## src/rtl/proc_sequencer.sv

```systemverilog
// Multicycle fetch/decode/execute/memory sequencer for the 8-bit accumulator processor.
// Optional macro PROC_SEQ_PERFCNT_EN adds retired-instruction and stall-cycle counters.
module proc_sequencer #(
    parameter int WAIT_MAX = 15
) (
    input  logic       clk,
    input  logic       rst_n,
    input  logic       start,
    input  logic       mem_rdy,
    input  logic [7:0] instr,
    input  logic       acc_zero,
    output logic       ir_we,
    output logic       pc_inc,
    output logic       brnch,
    output logic       mem_sel,
    output logic       mem_we,
    output logic       reg_we,
    output logic       lw_sel,
    output logic       acc_we,
    output logic       acc_sel,
    output logic [1:0] alu_ctl,
    output logic       busy,
    output logic       halted,
    output logic       fault
`ifdef PROC_SEQ_PERFCNT_EN
    ,
    output logic [15:0] retired,
    output logic [15:0] stall_cycles
`endif
);

    typedef enum logic [2:0] {
        S_IDLE   = 3'd0,
        S_FETCH  = 3'd1,
        S_DECODE = 3'd2,
        S_EXEC   = 3'd3,
        S_MEM    = 3'd4,
        S_HALT   = 3'd5
    } state_t;

    localparam logic [2:0] OP_LI   = 3'b011;
    localparam logic [2:0] OP_LACC = 3'b100;
    localparam logic [2:0] OP_LW   = 3'b101;
    localparam logic [2:0] OP_SW   = 3'b110;
    localparam logic [2:0] OP_BRZ  = 3'b111;
    localparam logic [7:0] WAIT_LIM = 8'(WAIT_MAX);

    state_t     state_q;
    logic [2:0] opcode_q;
    logic [4:0] imm_q;
    logic [7:0] wait_q;
    logic       fault_q;

    logic wait_phase;
    logic timeout;

    assign wait_phase = (state_q == S_FETCH) || (state_q == S_MEM);
    // A ready arriving on the limit cycle still wins over the timeout.
    assign timeout    = wait_phase && !mem_rdy && (wait_q == WAIT_LIM);

    always_ff @(posedge clk) begin
        if (!rst_n) begin
            state_q  <= S_IDLE;
            opcode_q <= '0;
            imm_q    <= '0;
            wait_q   <= '0;
            fault_q  <= 1'b0;
        end else begin
            case (state_q)
                S_IDLE: begin
                    wait_q <= '0;
                    if (start) state_q <= S_FETCH;
                end
                S_FETCH: begin
                    if (mem_rdy) begin
                        opcode_q <= instr[7:5];
                        imm_q    <= instr[4:0];
                        state_q  <= S_DECODE;
                    end else if (timeout) begin
                        fault_q <= 1'b1;
                        state_q <= S_HALT;
                    end else begin
                        wait_q <= wait_q + 8'd1;
                    end
                end
                S_DECODE: begin
                    wait_q <= '0;
                    if ({opcode_q, imm_q} == 8'hFF) state_q <= S_HALT;
                    else if (opcode_q == OP_LW || opcode_q == OP_SW) state_q <= S_MEM;
                    else state_q <= S_EXEC;
                end
                S_EXEC: begin
                    wait_q  <= '0;
                    state_q <= S_FETCH;
                end
                S_MEM: begin
                    if (mem_rdy) begin
                        wait_q  <= '0;
                        state_q <= S_FETCH;
                    end else if (timeout) begin
                        fault_q <= 1'b1;
                        state_q <= S_HALT;
                    end else begin
                        wait_q <= wait_q + 8'd1;
                    end
                end
                S_HALT: begin
                    wait_q <= '0;
                    if (start && !fault_q) state_q <= S_FETCH;
                end
                default: begin
                    wait_q  <= '0;
                    state_q <= S_IDLE;
                end
            endcase
        end
    end

    always_comb begin
        ir_we   = 1'b0;
        pc_inc  = 1'b0;
        brnch   = 1'b0;
        mem_sel = 1'b0;
        mem_we  = 1'b0;
        reg_we  = 1'b0;
        lw_sel  = 1'b0;
        acc_we  = 1'b0;
        acc_sel = 1'b0;
        alu_ctl = 2'b00;
        case (state_q)
            S_FETCH: ir_we = mem_rdy;
            S_EXEC: begin
                if (opcode_q[2] == 1'b0 && opcode_q[1:0] != 2'b11) begin
                    alu_ctl = opcode_q[1:0];
                    reg_we  = 1'b1;
                end else if (opcode_q == OP_LI) begin
                    acc_we  = 1'b1;
                    acc_sel = 1'b1;
                end else if (opcode_q == OP_LACC) begin
                    acc_we  = 1'b1;
                end
                brnch  = (opcode_q == OP_BRZ) && acc_zero;
                pc_inc = !brnch;
            end
            S_MEM: begin
                mem_sel = 1'b1;
                mem_we  = (opcode_q == OP_SW) && !timeout;
                if (mem_rdy) begin
                    reg_we = (opcode_q == OP_LW);
                    lw_sel = (opcode_q == OP_LW);
                    pc_inc = 1'b1;
                end
            end
            default: ;
        endcase
    end

    assign busy   = (state_q != S_IDLE) && (state_q != S_HALT);
    assign halted = (state_q == S_HALT);
    assign fault  = fault_q;

`ifdef PROC_SEQ_PERFCNT_EN
    logic [15:0] retired_q;
    logic [15:0] stall_q;

    always_ff @(posedge clk) begin
        if (!rst_n) begin
            retired_q <= '0;
            stall_q   <= '0;
        end else begin
            if (state_q == S_EXEC || (state_q == S_MEM && mem_rdy))
                retired_q <= retired_q + 16'd1;
            if (wait_phase && !mem_rdy && stall_q != 16'hFFFF)
                stall_q <= stall_q + 16'd1;
        end
    end

    assign retired      = retired_q;
    assign stall_cycles = stall_q;
`endif

endmodule

```

## config.mk

```make
export PLATFORM = sky130hd
export DESIGN_NAME = proc_sequencer
export DESIGN_NICKNAME = d
export VERILOG_FILES = /design/src/rtl/proc_sequencer.sv
export SDC_FILE = /design/constraint.sdc
export NUM_CORES = 1
export LEC_CHECK = 0
export ABC_AREA = 0
export CAP_MARGIN = 10
export CORE_MARGIN = 1.5
export CORE_UTILIZATION = 49
export DETAILED_ROUTE_END_ITERATION = 16
export PLACE_DENSITY = 0.85
export RECOVER_POWER = 100
export SYNTH_ARGS = -nofsm -noshare
export SYNTH_HDL_FRONTEND = slang
export SYNTH_SLANG_ARGS = --single-unit
```

## constraint.sdc

```tcl
create_clock -name clk -period 2.1 [get_ports clk]
set_clock_uncertainty 0.15 [all_clocks]
set_input_delay 0.525 -clock clk [delete_from_list [all_inputs] [get_ports clk]]
set_output_delay 0.525 -clock clk [all_outputs]
set_load 0.03 [all_outputs]
```

## Word level (Yosys, flattened, before mapping)

Index checks and enable logic that the tools add are counted.

- Register bits: 20
- Input bits: 13
- Output and inout bits: 14
- Logic and storage cells: 75

- Add/sub/neg operators: 1
- Bitwise logic cells: 2
- Equality and inequality tests: 17
- Reductions and logical operators: 19
- Muxes and demuxes: 31

Operator list:

| kind | count |
|---|---|
| 8-bit 2-to-1 mux | 3 |
| 3-bit 2-to-1 mux | 7 |
| 3-bit == test, second input constant | 6 |
| 3-bit one-hot mux with 6 select lines | 1 |
| 8-bit one-hot mux with 2 select lines | 1 |
| 1-bit 2-to-1 mux | 15 |
| 3-bit by 2-bit == test with 1-bit output, second input constant | 3 |
| 8-bit by 1-bit adder with 8-bit output, second input constant | 1 |
| 8-bit by 4-bit == test with 1-bit output, second input constant | 1 |
| 8-bit == test, second input constant | 1 |
| 1-bit logical AND | 7 |
| 2-bit != test, second input constant | 3 |
| 1-bit zero test | 4 |
| 2-bit 2-to-1 mux | 2 |
| 1-bit one-hot mux with 2 select lines | 2 |
| 2-bit AND reduction | 2 |
| 3-bit by 1-bit == test with 1-bit output, second input constant | 1 |
| 3-bit zero test | 1 |
| 3-bit != test, second input constant | 1 |
| 3-bit AND reduction | 1 |
| 3-bit nonzero test | 1 |
| 1-bit logical OR | 2 |
| 2-bit by 1-bit != test with 1-bit output, second input constant | 1 |
| 1-bit inverter | 2 |
| 2-bit OR reduction | 1 |

## Logic depth before layout (Yosys ltp)

- Depth after elaboration: 7
- Mapped depth: 7
- Gate-level depth less buffers: 6

## Worst setup path before layout

Ideal clock, no wire load.

- Path kind: reg-to-output
- Start point: reg state_q[0]
- End point: out mem_we
- Arrival time: 1,902 ps
- Buffers on the path: 2
- Setup slack: -477 ps
- Stages on the path, launching flop included: 7
- Cells stage by stage: dfxtp_1 -> buf_4 -> xnor2_1 -> or3_1 -> buf_4 -> nor2_2 -> nor4_1

- Word-level cells in the longest chain between the ends: 7

RTL lines:

| what | line | source |
|---|---|---|
| from (decl) | 48 | `state_t state_q;` |
| from (signal assigned) | 63 | `state_q <= S_IDLE;` |
| from (signal assigned) | 72 | `if (start) state_q <= S_FETCH;` |
| from (signal assigned) | 78 | `state_q <= S_DECODE;` |
| 3-bit by 1-bit == test with 1-bit output / 3-bit == test (equally long branches) | 57, 130 |  |
| 1-bit logical OR | 57 | `assign wait_phase = (state_q == S_FETCH) \|\| (state_q == S_MEM);` |
| 1-bit logical AND (2 in a row) | 59 | `assign timeout = wait_phase && !mem_rdy && (wait_q == WAIT_LIM);` |
| 1-bit zero test | 147 | `mem_we = (opcode_q == OP_SW) && !timeout;` |
| 1-bit logical AND | 147 |  |
| 1-bit 2-to-1 mux * | 130 | `case (state_q)` |
| to (decl) | 16 | `output logic mem_we,` |

Mark *: on every way between the ends. The rest lies on a longest branch, timed or not.

## Worst setup path after layout

- Start point: reg state_q[0]
- End point: out reg_we

- Word-level cells in the longest chain between the ends: 2

RTL lines:

| what | line | source |
|---|---|---|
| 3-bit == test / 3-bit by 2-bit == test with 1-bit output (equally long branches) | 130 |  |
| 1-bit one-hot mux with 2 select lines * | 130 |  |
| to (decl) | 17 | `output logic reg_we,` |

Marked as above.

==> results_dict.tcl <==
set metrics [dict create \
    outcome "finished, violations left" \
    failed_checks "setup timing" \
    cp-start-kind "flip-flop" \
    drive_above_1_share_pct 44.8 \
    synth_nets 165 \
    first_iter_violations 115 \
    dp_hpwl_mm 2.59 \
    fin_area_um2 2020 \
    core-area_um2 2230 \
    wl_per_cell_um 22.0 \
    synth_edf_count 0 \
    yosys-top-cells-count "nand2_1 (30), dfxtp_1 (20), nor2_1 (10)" \
    max_slew.worst_pin.slew_ns 0.381 \
    synth_flop_cell "dfxtp_1" \
    overflow 0 \
    num_vias 1629 \
    htreeDepth 1 \
    drt-pass1-iter-count 6 \
    route.detailed.drc 0 \
    ys_seq_elements 20 \
    vias_per_cell 6.54 \
    hold_class "reg2reg" \
    cts_tree "done" \
    rows 17 \
    fin_nets 236 \
    path_max_fanout 2 \
    finalSetupViolCount 10 \
    critPathArrivalTime_ns 1.81 \
    grt_use_total_pct 38.0 \
    areaGrowthSynthToFinish_pct 71.4 \
    n_antenna_cell 0 \
    crit_type "reg2out" \
    rsz0062_at_grt "true" \
    regArea_um2 417 \
    antenna_found_initial 0 \
    cts.path.max_buffers 2 \
    placed_cells_incl_taps 225 \
    hold_violations 0 \
    hold_buffers 0 \
    synthArstFlopShare_pct 0 \
    endpoint_kind "primary output" \
    leakagePower_nw 0.864 \
    period_share_pct 118 \
    synth_top_area_cell "dfxtp_1" \
    fin_ws_ns -0.386 \
    yosysMostFrequentCell "nand2_1" \
    postSynthCellCount 151 \
    grt_max_degree 24 \
    yosysTopAreaCellShare_pct 33.9 \
    synth.yosys.seq_area_share_pct 33.9 \
    fin_crit_ns 2.49 \
    synth_cell_types 42 \
    placed_area_um2 1670 \
    syn-cell-area_um2 1180 \
    start_util_pct 52.8 \
    max-slew-margin-rel_pct 74.3 \
    ys.warnings.count 0 \
    fin_cells 249 \
    n_fill_cell 99 \
    pin_count 27 \
    cts.sinks 20 \
    peakVddDrop_uv 534 \
    grt_pass1_vias 1499 \
    gp_congestion 0.856 \
    synth.avg_cell_area_um2 7.81 \
    clk_pin_slew_ns 0.14 \
    grt_pass1_wl_mm 7.31 \
    cts_root_buf "clkbuf_4" \
    required_ns 1.42 \
    finalSetupTns_ns -2.50 \
    power_density_nw_per_um2 484 \
    fmax_mhz 402 \
    drv_cap 0 \
    insertion_delay_ns 0.32 \
    portBuffers 26 \
    postRouteAntennaNets 0 \
    die_w_um 52.1 \
    place_worst_setup_slack_ns -0.727 \
    multi_input_area_um2 843 \
    yosys-top-cells-area "dfxtp_1 (34%), nand2_1 (9.5%), a21boi_0 (5.1%)" \
    drv_slew 0 \
    chipHeight_um 52.1 \
    fp.dieArea_um2 2710 \
    wirelength_mm 5.47 \
    cts_buffers 3 \
]
## final timing paths
| path | start | slack [ns] | cells past startpoint | endpoint |
|---|---|---|---|---|
| hold reg to reg | imm_q[2] | 0.34 | 2 | imm_q[2] |
| setup reg to reg | state_q[0] | 0.13 | 7 | state_q[0] |
| setup / recovery | state_q[0] | -0.39 | 9 | reg_we |
| hold / removal | imm_q[2] | 0.34 | 2 | imm_q[2] |
## layout by cell type, fill, tap and decap left out, types with 2 or more instances in the layout
cell,n
nand2_1,29
dfxtp_2,4
o41a_1,2
nor2b_4,3
nor3_1,2
o211ai_1,3
clkbuf_4,3
buf_6,19
o22ai_1,2
nor2_1,6
nor3b_1,2
dlygate4sd2_1,2
o21a_1,4
o211a_1,2
nand3b_1,4
a21boi_0,8
dfxtp_1,13
nor2_4,5
nand4_1,4
a21oi_1,5
clkdlybuf4s50_1,11
dfxtp_4,3
buf_4,44
nand3_1,3
nand2b_1,4
nand2b_4,2
o32ai_1,2
o221a_2,2
## layout make-up
cell class	instances	area share (%)
timing repair buffer	77	33.5
inverter	3	0.681
tap	28	1.73
sequential	20	20.6
multi-input combinational	117	41.7
clock buffer	4	1.79
## layer usage
layer | wire length (um) | vias up | GRT usage, %
met3 | 564 | 44 | 8.62
met1 | 1900 | 756 | 41.2
met5 | 0 | - | 0
met4 | 319 | 0 | 30.3
li1 | - | 683 | -
met2 | 2680 | 146 | 63.1
## power breakdown
group	internal, mW	leakage [nW]	switching [mW]	total, mW
logic	0.158	0.677	0.169	0.326
registers	0.395	0.166	0.0158	0.411
clock network	0.106	0.0210	0.135	0.241
## sequential cells by signal, summed over array words and instances (netlist names)
signal    count
state_q       3
wait_q        8
imm_q         5
fault         1
opcode_q      3
## cell families (layout without fill, tap and decap cells)
family	count (synthesis)	count (layout)	synth area share [%]
AOI/OAI and AO/OA	37	37	24.3
xor gates and xnor gates	2	2	1.48
adders and majority gates	1	1	1.06
buffers and inverters	14	84	5.30
DFF	20	20	33.9
and+or+nand+nor	77	77	33.9
## what timing repair did
item,in CTS,in global routing
pin swaps,10,7
setup endpoints to repair,12,12
gates resized for setup,56,24
setup buffers,14,8
## worst max-delay path, cell delays in order (launching register included)
cell and delay (ns):
dfxtp_2 0.36, buf_6 0.13, nor2_4 0.10, nand2_2 0.09, inv_2 0.08, buf_6 0.09
nand4_1 0.11, nor2b_4 0.16, o32ai_2 0.14, buf_4 0.22
## per-stage QoR
| stage | total power, mW | util [%] | hold slack (ns) |
|---|---|---|---|
| detailed placement | 0.640 | 74.7 | 0.313 |
| CTS | 0.896 | 85.5 | 0.330 |
| floorplan | 0.542 | - | 0.293 |
| finish | 0.978 | 90.5 | 0.339 |
| global placement | 0.628 | 74.7 | 0.300 |
| global route | 1.01 | 90.5 | 0.364 |
No activity file was read; power rests on OpenSTA's default activity.
